===== src/rtl/alu_mdu_seq.sv =====
// alu_mdu_seq: EX-stage execute unit. Single-cycle integer ALU ops plus
// iterative multiply (shift-add) and divide (restoring), one bit per cycle,
// behind a valid/ready handshake with a registered result and sideband tag.
module alu_mdu_seq #(
  parameter int XLEN  = 32,
  parameter int TAG_W = 4
) (
  input  logic             clk,
  input  logic             rstn,
  input  logic             flush,
  input  logic             in_valid,
  output logic             in_ready,
  input  logic [4:0]       in_op,
  input  logic [XLEN-1:0]  in_a,
  input  logic [XLEN-1:0]  in_b,
  input  logic [TAG_W-1:0] in_tag,
  output logic             out_valid,
  input  logic             out_ready,
  output logic [XLEN-1:0]  out_result,
  output logic [TAG_W-1:0] out_tag,
  output logic             out_nz
);

  localparam int SW = $clog2(XLEN);

  localparam logic [2:0] S_IDLE = 3'd0;
  localparam logic [2:0] S_MUL  = 3'd1;
  localparam logic [2:0] S_DIV  = 3'd2;
  localparam logic [2:0] S_FIX  = 3'd3;
  localparam logic [2:0] S_DONE = 3'd4;

  localparam logic [4:0] OP_ADD    = 5'd0;
  localparam logic [4:0] OP_SUB    = 5'd1;
  localparam logic [4:0] OP_AND    = 5'd2;
  localparam logic [4:0] OP_OR     = 5'd3;
  localparam logic [4:0] OP_XOR    = 5'd4;
  localparam logic [4:0] OP_SLT    = 5'd5;
  localparam logic [4:0] OP_SLTU   = 5'd6;
  localparam logic [4:0] OP_SLL    = 5'd7;
  localparam logic [4:0] OP_SRL    = 5'd8;
  localparam logic [4:0] OP_SRA    = 5'd9;
  localparam logic [4:0] OP_MUL    = 5'd10;
  localparam logic [4:0] OP_MULH   = 5'd11;
  localparam logic [4:0] OP_MULHSU = 5'd12;
  localparam logic [4:0] OP_MULHU  = 5'd13;
  localparam logic [4:0] OP_DIV    = 5'd14;
  localparam logic [4:0] OP_DIVU   = 5'd15;
  localparam logic [4:0] OP_REM    = 5'd16;
  localparam logic [4:0] OP_REMU   = 5'd17;

  localparam logic [XLEN-1:0] MOST_NEG = {1'b1, {(XLEN-1){1'b0}}};

  // Single-cycle integer result; illegal op codes produce zero.
  function automatic logic [XLEN-1:0] alu_result(input logic [4:0] op,
                                                 input logic [XLEN-1:0] a,
                                                 input logic [XLEN-1:0] b);
    logic signed [XLEN-1:0] sa;
    logic signed [XLEN-1:0] sb;
    logic        [SW-1:0]   shamt;
    logic        [XLEN-1:0] r;
    sa    = $signed(a);
    sb    = $signed(b);
    shamt = b[SW-1:0];
    r     = '0;
    case (op)
      OP_ADD:  r = a + b;
      OP_SUB:  r = a - b;
      OP_AND:  r = a & b;
      OP_OR:   r = a | b;
      OP_XOR:  r = a ^ b;
      OP_SLT:  r[0] = (sa < sb);
      OP_SLTU: r[0] = (a < b);
      OP_SLL:  r = a << shamt;
      OP_SRL:  r = a >> shamt;
      OP_SRA:  r = $unsigned(sa >>> shamt);
      default: r = '0;
    endcase
    return r;
  endfunction

  logic [2:0]        state_q,   state_d;
  logic [SW-1:0]     cnt_q,     cnt_d;
  logic [4:0]        op_q,      op_d;
  logic [TAG_W-1:0]  tag_q,     tag_d;
  logic [XLEN-1:0]   a_q,       a_d;
  logic [XLEN-1:0]   b_q,       b_d;
  logic [XLEN-1:0]   ma_q,      ma_d;
  logic [XLEN-1:0]   mb_q,      mb_d;
  logic [2*XLEN-1:0] acc_q,     acc_d;
  logic              neg_q,     neg_d;
  logic              negr_q,    negr_d;
  logic              out_valid_q,  out_valid_d;
  logic [XLEN-1:0]   out_result_q, out_result_d;
  logic [TAG_W-1:0]  out_tag_q,    out_tag_d;

  logic              accept;
  logic              in_is_mul;
  logic              in_is_div;
  logic              a_sgn;
  logic              b_sgn;
  logic              a_neg;
  logic              b_neg;
  logic [XLEN-1:0]   abs_a;
  logic [XLEN-1:0]   abs_b;

  logic [XLEN:0]     mul_sum;
  logic [2*XLEN-1:0] mul_next;
  logic [XLEN:0]     div_r;
  logic [XLEN:0]     div_diff;
  logic              div_ge;
  logic [2*XLEN-1:0] div_next;

  logic [2*XLEN-1:0] prod_s;
  logic [XLEN-1:0]   quo_s;
  logic [XLEN-1:0]   rem_s;
  logic              b_zero;
  logic              sdiv_ovf;
  logic [XLEN-1:0]   fix_result;

  assign in_ready   = (state_q == S_IDLE) && !flush;
  assign accept     = in_valid && in_ready;
  assign out_valid  = out_valid_q;
  assign out_result = out_result_q;
  assign out_tag    = out_tag_q;
  assign out_nz     = |out_result_q;

  // Operand conditioning at accept: magnitudes plus result signs per op.
  assign in_is_mul = (in_op >= OP_MUL) && (in_op <= OP_MULHU);
  assign in_is_div = (in_op >= OP_DIV) && (in_op <= OP_REMU);
  assign a_sgn     = (in_op == OP_MULH) || (in_op == OP_MULHSU) ||
                     (in_op == OP_DIV)  || (in_op == OP_REM);
  assign b_sgn     = (in_op == OP_MULH) || (in_op == OP_DIV) || (in_op == OP_REM);
  assign a_neg     = a_sgn && in_a[XLEN-1];
  assign b_neg     = b_sgn && in_b[XLEN-1];
  assign abs_a     = a_neg ? (~in_a + 1'b1) : in_a;
  assign abs_b     = b_neg ? (~in_b + 1'b1) : in_b;

  // One shift-add step: acc = {partial product, remaining multiplier bits}.
  assign mul_sum  = {1'b0, acc_q[2*XLEN-1:XLEN]} + (acc_q[0] ? {1'b0, ma_q} : '0);
  assign mul_next = {mul_sum, acc_q[XLEN-1:1]};

  // One restoring-divide step: acc = {partial remainder, dividend/quotient}.
  assign div_r    = {acc_q[2*XLEN-1:XLEN], acc_q[XLEN-1]};
  assign div_diff = div_r - {1'b0, mb_q};
  assign div_ge   = (div_r >= {1'b0, mb_q});
  assign div_next = div_ge ? {div_diff[XLEN-1:0], acc_q[XLEN-2:0], 1'b1}
                           : {div_r[XLEN-1:0],    acc_q[XLEN-2:0], 1'b0};

  // Final sign correction, half/quotient selection and divide corner cases.
  always_comb begin
    prod_s     = neg_q  ? (~acc_q + 1'b1) : acc_q;
    quo_s      = neg_q  ? (~acc_q[XLEN-1:0] + 1'b1) : acc_q[XLEN-1:0];
    rem_s      = negr_q ? (~acc_q[2*XLEN-1:XLEN] + 1'b1) : acc_q[2*XLEN-1:XLEN];
    b_zero     = (b_q == '0);
    sdiv_ovf   = (a_q == MOST_NEG) && (b_q == '1);
    fix_result = '0;
    case (op_q)
      OP_MUL:                        fix_result = prod_s[XLEN-1:0];
      OP_MULH, OP_MULHSU, OP_MULHU:  fix_result = prod_s[2*XLEN-1:XLEN];
      OP_DIV:  fix_result = b_zero ? '1  : (sdiv_ovf ? a_q : quo_s);
      OP_DIVU: fix_result = b_zero ? '1  : quo_s;
      OP_REM:  fix_result = b_zero ? a_q : (sdiv_ovf ? '0 : rem_s);
      OP_REMU: fix_result = b_zero ? a_q : rem_s;
      default: fix_result = '0;
    endcase
  end

  // Next-state logic for the FSM, iteration datapath and output registers.
  always_comb begin
    state_d      = state_q;
    cnt_d        = cnt_q;
    op_d         = op_q;
    tag_d        = tag_q;
    a_d          = a_q;
    b_d          = b_q;
    ma_d         = ma_q;
    mb_d         = mb_q;
    acc_d        = acc_q;
    neg_d        = neg_q;
    negr_d       = negr_q;
    out_valid_d  = out_valid_q;
    out_result_d = out_result_q;
    out_tag_d    = out_tag_q;
    case (state_q)
      S_IDLE: begin
        if (accept) begin
          op_d  = in_op;
          tag_d = in_tag;
          a_d   = in_a;
          b_d   = in_b;
          if (in_is_mul || in_is_div) begin
            ma_d    = abs_a;
            mb_d    = abs_b;
            neg_d   = a_neg ^ b_neg;
            negr_d  = a_neg;
            cnt_d   = '0;
            acc_d   = in_is_mul ? {{XLEN{1'b0}}, abs_b} : {{XLEN{1'b0}}, abs_a};
            state_d = in_is_mul ? S_MUL : S_DIV;
          end else begin
            out_result_d = alu_result(in_op, in_a, in_b);
            out_tag_d    = in_tag;
            out_valid_d  = 1'b1;
            state_d      = S_DONE;
          end
        end
      end
      S_MUL, S_DIV: begin
        acc_d = (state_q == S_MUL) ? mul_next : div_next;
        cnt_d = cnt_q + SW'(1);
        if (cnt_q == SW'(XLEN-1)) begin
          state_d = S_FIX;
        end
      end
      S_FIX: begin
        out_result_d = fix_result;
        out_tag_d    = tag_q;
        out_valid_d  = 1'b1;
        state_d      = S_DONE;
      end
      S_DONE: begin
        if (out_ready) begin
          out_valid_d = 1'b0;
          state_d     = S_IDLE;
        end
      end
      default: state_d = S_IDLE;
    endcase
    // Redirect kill wins over everything; the last delivered result is kept.
    if (flush) begin
      state_d      = S_IDLE;
      cnt_d        = '0;
      out_valid_d  = 1'b0;
      out_result_d = out_result_q;
      out_tag_d    = out_tag_q;
    end
  end

  // State, operand and output registers with asynchronous active-low reset.
  always_ff @(posedge clk or negedge rstn) begin
    if (!rstn) begin
      state_q      <= S_IDLE;
      cnt_q        <= '0;
      op_q         <= '0;
      tag_q        <= '0;
      a_q          <= '0;
      b_q          <= '0;
      ma_q         <= '0;
      mb_q         <= '0;
      acc_q        <= '0;
      neg_q        <= 1'b0;
      negr_q       <= 1'b0;
      out_valid_q  <= 1'b0;
      out_result_q <= '0;
      out_tag_q    <= '0;
    end else begin
      state_q      <= state_d;
      cnt_q        <= cnt_d;
      op_q         <= op_d;
      tag_q        <= tag_d;
      a_q          <= a_d;
      b_q          <= b_d;
      ma_q         <= ma_d;
      mb_q         <= mb_d;
      acc_q        <= acc_d;
      neg_q        <= neg_d;
      negr_q       <= negr_d;
      out_valid_q  <= out_valid_d;
      out_result_q <= out_result_d;
      out_tag_q    <= out_tag_d;
    end
  end

endmodule


===== config.mk =====
export PLATFORM = sky130hd
export DESIGN_NAME = alu_mdu_seq
export DESIGN_NICKNAME = d
export VERILOG_FILES = /design/src/rtl/alu_mdu_seq.sv
export SDC_FILE = /design/constraint.sdc
export NUM_CORES = 2
export LEC_CHECK = 0
export CORE_AREA = 3 3 284 286
export DETAILED_ROUTE_END_ITERATION = 6
export DIE_AREA = 0 0 287 289
export SETUP_SLACK_MARGIN = 0.4
export SLEW_MARGIN = 20
export SYNTH_ARGS = -nofsm -noshare
export SYNTH_HDL_FRONTEND = slang
export SYNTH_SLANG_ARGS = --single-unit

===== constraint.sdc =====
create_clock -name clk -period 7.19 [get_ports clk]
set_clock_uncertainty 0.15 [all_clocks]
set_input_delay 1.0785 -clock clk [delete_from_list [all_inputs] [get_ports clk]]
set_output_delay 1.0785 -clock clk [all_outputs]
set_load 0.05 [all_outputs]

Word level (Yosys, flattened, before mapping). Cells that the tools add are included.

Flip-flop bits (word level): 248. Input bits: 78. Output and inout bits: 39. Logic and storage cells: 154.

Add/sub/neg operators: 10. Order comparisons: 7. Eq/ne operators: 36. Shifts and indexed selects: 3. Mux-type cells: 43. Bitwise logic cells: 10. Reductions and logical operators: 31.

Operator list (number): 2-to-1 mux 32 bit (14); 2-to-1 mux 64 bit (5); case mux 31 bit (8 select lines) (1); case mux 32 bit (6 select lines) (1); adder 32 x 1 -> 32 bit (second input constant) (4); NOT 32 bit (4); case mux 64 bit (2 select lines) (1); adder 64 x 1 -> 64 bit (second input constant) (1); == test 32 bit (second input constant) (2); less-than comparator 32 bit (2); NOT 64 bit (1); case mux 32 bit (2 select lines) (1); subtractor 32 bit (2); == test 5 x 4 -> 1 bit (second input constant) (11); adder 32 x 32 -> 33 bit (1); >= comparator 33 x 32 -> 1 bit (1); adder 32 bit (1); AND 32 bit (1); zero test 32 bit (1); bitwise OR 32 bit (1); OR reduction 32 bit (1); << shifter 32 x 5 -> 32 bit (1); right shift 32 x 5 -> 32 bit (1); >>> shifter 32 x 5 -> 32 bit (1); other kinds (41) (80).

Longest topological paths before layout.
Depth in word-level cells: 10. Gate-level depth with buffers: 16. Mapped depth without buffers: 14.

Least setup slack after synthesis. Ideal clock, no wire load.

Path type: input to register. From: input port in_b[2]. To: register out_result_q[30] (netlist: out_result[30]). Library setup time: 0.082 ns. Arrival: 5.112 ns. Data required time: 6.958 ns. Path slack: 1.846 ns. Cell stages on the path: 16. Buffers on the path: 4. Cells stage by stage: clkinv_1 buf_1 clkbuf_1 clkbuf_1 ha_1 clkbuf_1 nand2b_1 a2111o_1 a311oi_1 o211ai_1 a31o_2 a211o_1 o311ai_1 xnor2_1 or3_1 a31oi_1.

Longest elaborated chain between the ends: 5. Elaborated cells between the ends (all ways): 9. Classes of those cells: add/sub: 2; shift: 3; mux: 4.

Ends and longest elaborated chain: start: declaration (RTL line 15) `input logic [XLEN-1:0] in_b,`; subtractor 32 bit (tied with other cells) (RTL line 67) `OP_SUB: r = a - b;`; case mux 31 bit (8 select lines) * (RTL line 65) `case (op)`; 2-to-1 mux 32 bit * (RTL line 191) `if (in_is_mul || in_is_div) begin`; 2-to-1 mux 32 bit * (RTL line 186) `if (accept) begin`; case mux 32 bit (2 select lines) * (RTL line 184) `case (state_q)`; end signal: assignment (RTL line 268) `out_result_q <= out_result_d;`; end: declaration (RTL line 93) `logic [XLEN-1:0] out_result_q, out_result_d;`.

Mark *: on every way between the ends. The rest lies on a longest branch, timed or not. The select of a mux whose other input is x is not followed. A chain may end at the register's enable or synchronous reset.

Worst setup path after layout.
From: input port in_a[4]. To: register out_result_q[11] (netlist: out_result[11]).

Longest elaborated chain between the ends: 5. Elaborated cells between the ends (all ways): 9. Classes of those cells: add/sub: 2; shift: 3; mux: 4.

Ends and longest elaborated chain: start: declaration (RTL line 14) `input logic [XLEN-1:0] in_a,`; subtractor 32 bit (tied with other cells) (RTL line 67); case mux 31 bit (8 select lines) * (RTL line 65); 2-to-1 mux 32 bit * (RTL line 191); 2-to-1 mux 32 bit * (RTL line 186); case mux 32 bit (2 select lines) * (RTL line 184).

Marked as above.

==> impl_metrics.env <==
export IMPL_p_comb_share_pct=55.8
export IMPL_area_growth_pct=11.4
export IMPL_r2r_end="acc_q[32]"
export IMPL_start_util_pct=34.8
export IMPL_p_leak_nw=12.5
export IMPL_finalHoldViolations=0
export IMPL_first_pass_iters=6
export IMPL_cts_buffers_inserted=34
export IMPL_worst_setup_path_start_kind="input pin"
export IMPL_io_pins=117
export IMPL_fp_dieW_um=287
export IMPL_place_hpwl_um=105000
export IMPL_ys_warn_count=0
export IMPL_swShare_pct=50.4
export IMPL_crit_type="in2reg"
export IMPL_p_per_area_nw_per_um2=327
export IMPL_num_rows=103
export IMPL_worstPathRequired_ps=7430
export IMPL_finalPower_mw=9.95
export IMPL_antenna_found_initial=7
export IMPL_grt_start_max_net_pins=115
export IMPL_finalNetCount=3863
export IMPL_arrival_ps=5570
export IMPL_dp_cells=4620
export IMPL_synth_common_cells="nand2_1, o21ai_0, a21oi_1"
export IMPL_yosysUniqueCellTypes=86
export IMPL_clkSlewWorstSetupHoldPaths_ps=60
export IMPL_power_internal_mw=4.94
export IMPL_vias=29819
export IMPL_setup_viol=0
export IMPL_die_area_sq_um=82900
export IMPL_synth_edf_count=0
export IMPL_track_usage_pct=31.3
export IMPL_final_period_utilization_pct=74.1
export IMPL_power_frac_clock_pct=17.1
export IMPL_rsz0062_at_grt="no"
export IMPL_drtIter0Drc=3885
export IMPL_post_cts_buffers=0
export IMPL_ys_seq_area_share_pct=22.7
export IMPL_synth_avg_cell_area_sq_um=7.45
export IMPL_netlist_area_sq_um=27300
export IMPL_worst_path_max_fanout=11
export IMPL_grt_pass1_wl_um=193000
export IMPL_peakVddDrop_uv=156
export IMPL_cap_viol_max_count=0
export IMPL_die_height_um=289
export IMPL_fin_area_sq_um=30400
export IMPL_htreeDepth=2
export IMPL_slew_violations=0
export IMPL_synth_nets=3925
export IMPL_pre_cts_ws_ps=1520
export IMPL_r2r_start="acc_q[41]"
export IMPL_drt_wirelength_per_cell_um=28.7
export IMPL_whs_path_depth=2
export IMPL_root_buffer="clkbuf_16"
export IMPL_worst_slack_ps=1860
export IMPL_grt_pass1_vias=27287
export IMPL_ff2ff_setup_slack_ps=1900
export IMPL_tightest_slew_ps=1070
export IMPL_cts_tree="yes"
export IMPL_min_period_ps=5330
export IMPL_synth_most_common_cell="nand2_1"
export IMPL_synth_area_leaders="dfrtp_1, ha_1, o21ai_0"
export IMPL_synth_largest_area_cell="dfrtp_1"
export IMPL_dpl_cell_area_sq_um=29300
export IMPL_synth_async_reset_ratio_pct=100
export IMPL_max_freq_mhz=188
export IMPL_hold_buffers=0
export IMPL_antenna_left=0
export IMPL_switchingPower_mw=5.01
export IMPL_drive_gt1_share_pct=7.03
export IMPL_portBuffers=116
export IMPL_wl_um=134000
export IMPL_synthFlopType="dfrtp_1"
export IMPL_fillers=8401
export IMPL_final_cells=4682
export IMPL_drc=0
export IMPL_status="complete, no violations"
export IMPL_synth_top_cell_area_share_pct=22.7
export IMPL_pwr_share_seq_pct=27.1
export IMPL_cp_end_kind="register"
export IMPL_core_area_sq_um=78600
export IMPL_synth_seq_cells=248
export IMPL_grt_overflow_total=0
export IMPL_post_cts_resized=0
export IMPL_hp_start="ma_q[10]"
export IMPL_avgViaCountPerCell=6.37
export IMPL_reg2reg_depth=10
export IMPL_place_gp_congestion=1.07
export IMPL_syn_inst=3669
export IMPL_clkLatencyLatePin_ps=570
export IMPL_fin_tns_setup_ps=0
export IMPL_hold_path_endpoint="ma_q[10]"
export IMPL_slew_headroom_pct=28.2
export IMPL_hold_path_class="reg2reg"
export IMPL_clk_path_buf_depth=3
export IMPL_cts_sinks=248
-- worst max-delay path, stage by stage --
cell and delay (ps):
clkdlybuf4s50_1 850, inv_1 310, ha_1 500, or3_1 400, o21ai_0 430, a211o_1 360, a21oi_1 100, o21ai_0 340
a211oi_1 140, mux2_2 290, a221oi_1 580, o22ai_1 190
-- layer usage --
metal  part of all wire [%]  global-route usage [%]
met5                  0.025                       0
met4                    6.2                    16.1
met3                     11                    8.19
met2                     43                    47.5
met1                     40                    40.9
-- power by group through the flow --
stage          clock (mW)  combinational (mW)  sequential, mW
2_1_floorplan           0                3.90            2.36
3_5_place_dp            0                5.40            2.68
5_1_grt              1.78                6.04            2.75
4_1_cts              1.72                5.43            2.66
3_3_place_gp            0                5.39            2.67
6_report             1.70                5.56            2.69
-- kinds of logic after synthesis --
kind of cell               Yosys count  share of synthesized area, %
AOI/OAI and AO/OA                 1261                          29.1
and+or+nand+nor                   1188                          20.3
buffers and inverters              441                          6.09
DFF                                248                          22.7
xor gates and xnor gates           211                          6.76
adders and majority gates          178                          8.26
muxes                              142                          6.80
-- metrics by stage --
stage | utilization [%] | hold slack, ps
after floorplan | - | 292
after global placement | 37.3 | 305
after detailed placement | 37.3 | 315
after CTS | 38.7 | 328
after global routing | 38.7 | 352
final | 38.7 | 325
-- flip-flops by register name, indices dropped and copies added, names as in the netlist --
signal      count
acc_q          64
a_q            32
b_q            32
ma_q           32
mb_q           32
out_result     32
cnt_q           5
op_q            5
out_tag         4
tag_q           4
state_q         3
neg_q           1
negr_q          1
out_valid       1
-- cell usage in the layout (no fill, tap or decap), types with 11 or more instances in the layout --
master             n
a211oi_1          53
a21o_1            59
a21oi_1          290
a221o_1           18
a221oi_1          34
a22oi_1           34
a311oi_1          11
a31oi_1           50
and2_1            47
buf_4             77
clkbuf_16         34
clkdlybuf4s50_1  110
dfrtp_1          247
ha_1             174
inv_1            147
mux2_2            29
mux2i_1           81
mux4_2            32
nand2_1          492
nand2b_1          24
nand3_1           59
nand4_1           36
nor2_1           248
nor2b_1           23
nor3_1            62
nor3b_1           11
nor4_1            54
o211ai_1          27
o21a_1            22
o21ai_0          412
o21bai_1          19
o221ai_1          35
o22ai_1           22
o31ai_1           45
o41ai_1           18
or2_2             12
or3_1             44
or4_1             19
xnor2_1          118
xor2_1            93
-- worst max-delay path by stage --
stage	start	endpoint	slack, ps
6_report	in_a[4]	out_result[11]	1860
5_1_grt	in_a[8]	out_result[30]	1760
4_1_cts	a_q[1]	out_result[12]	1990
3_5_place_dp	in_a[8]	out_result[30]	1520
3_3_place_gp	in_a[4]	out_result[11]	1520
2_1_floorplan	in_b[2]	out_result[30]	1850
-- final cells by class --
cell class | count | area, sq um | area share, %
multi-input cells | 2980 | 19500 | 64.1
flip-flops and latches | 248 | 6210 | 20.4
repair buffers | 194 | 1740 | 5.71
well taps | 1050 | 1310 | 4.32
clock buffers | 42 | 941 | 3.09
inverters | 149 | 559 | 1.84
clock inverters | 16 | 145 | 0.477
diodes | 3 | 7.51 | 0.0247
Power figures use the tool's default switching activity.
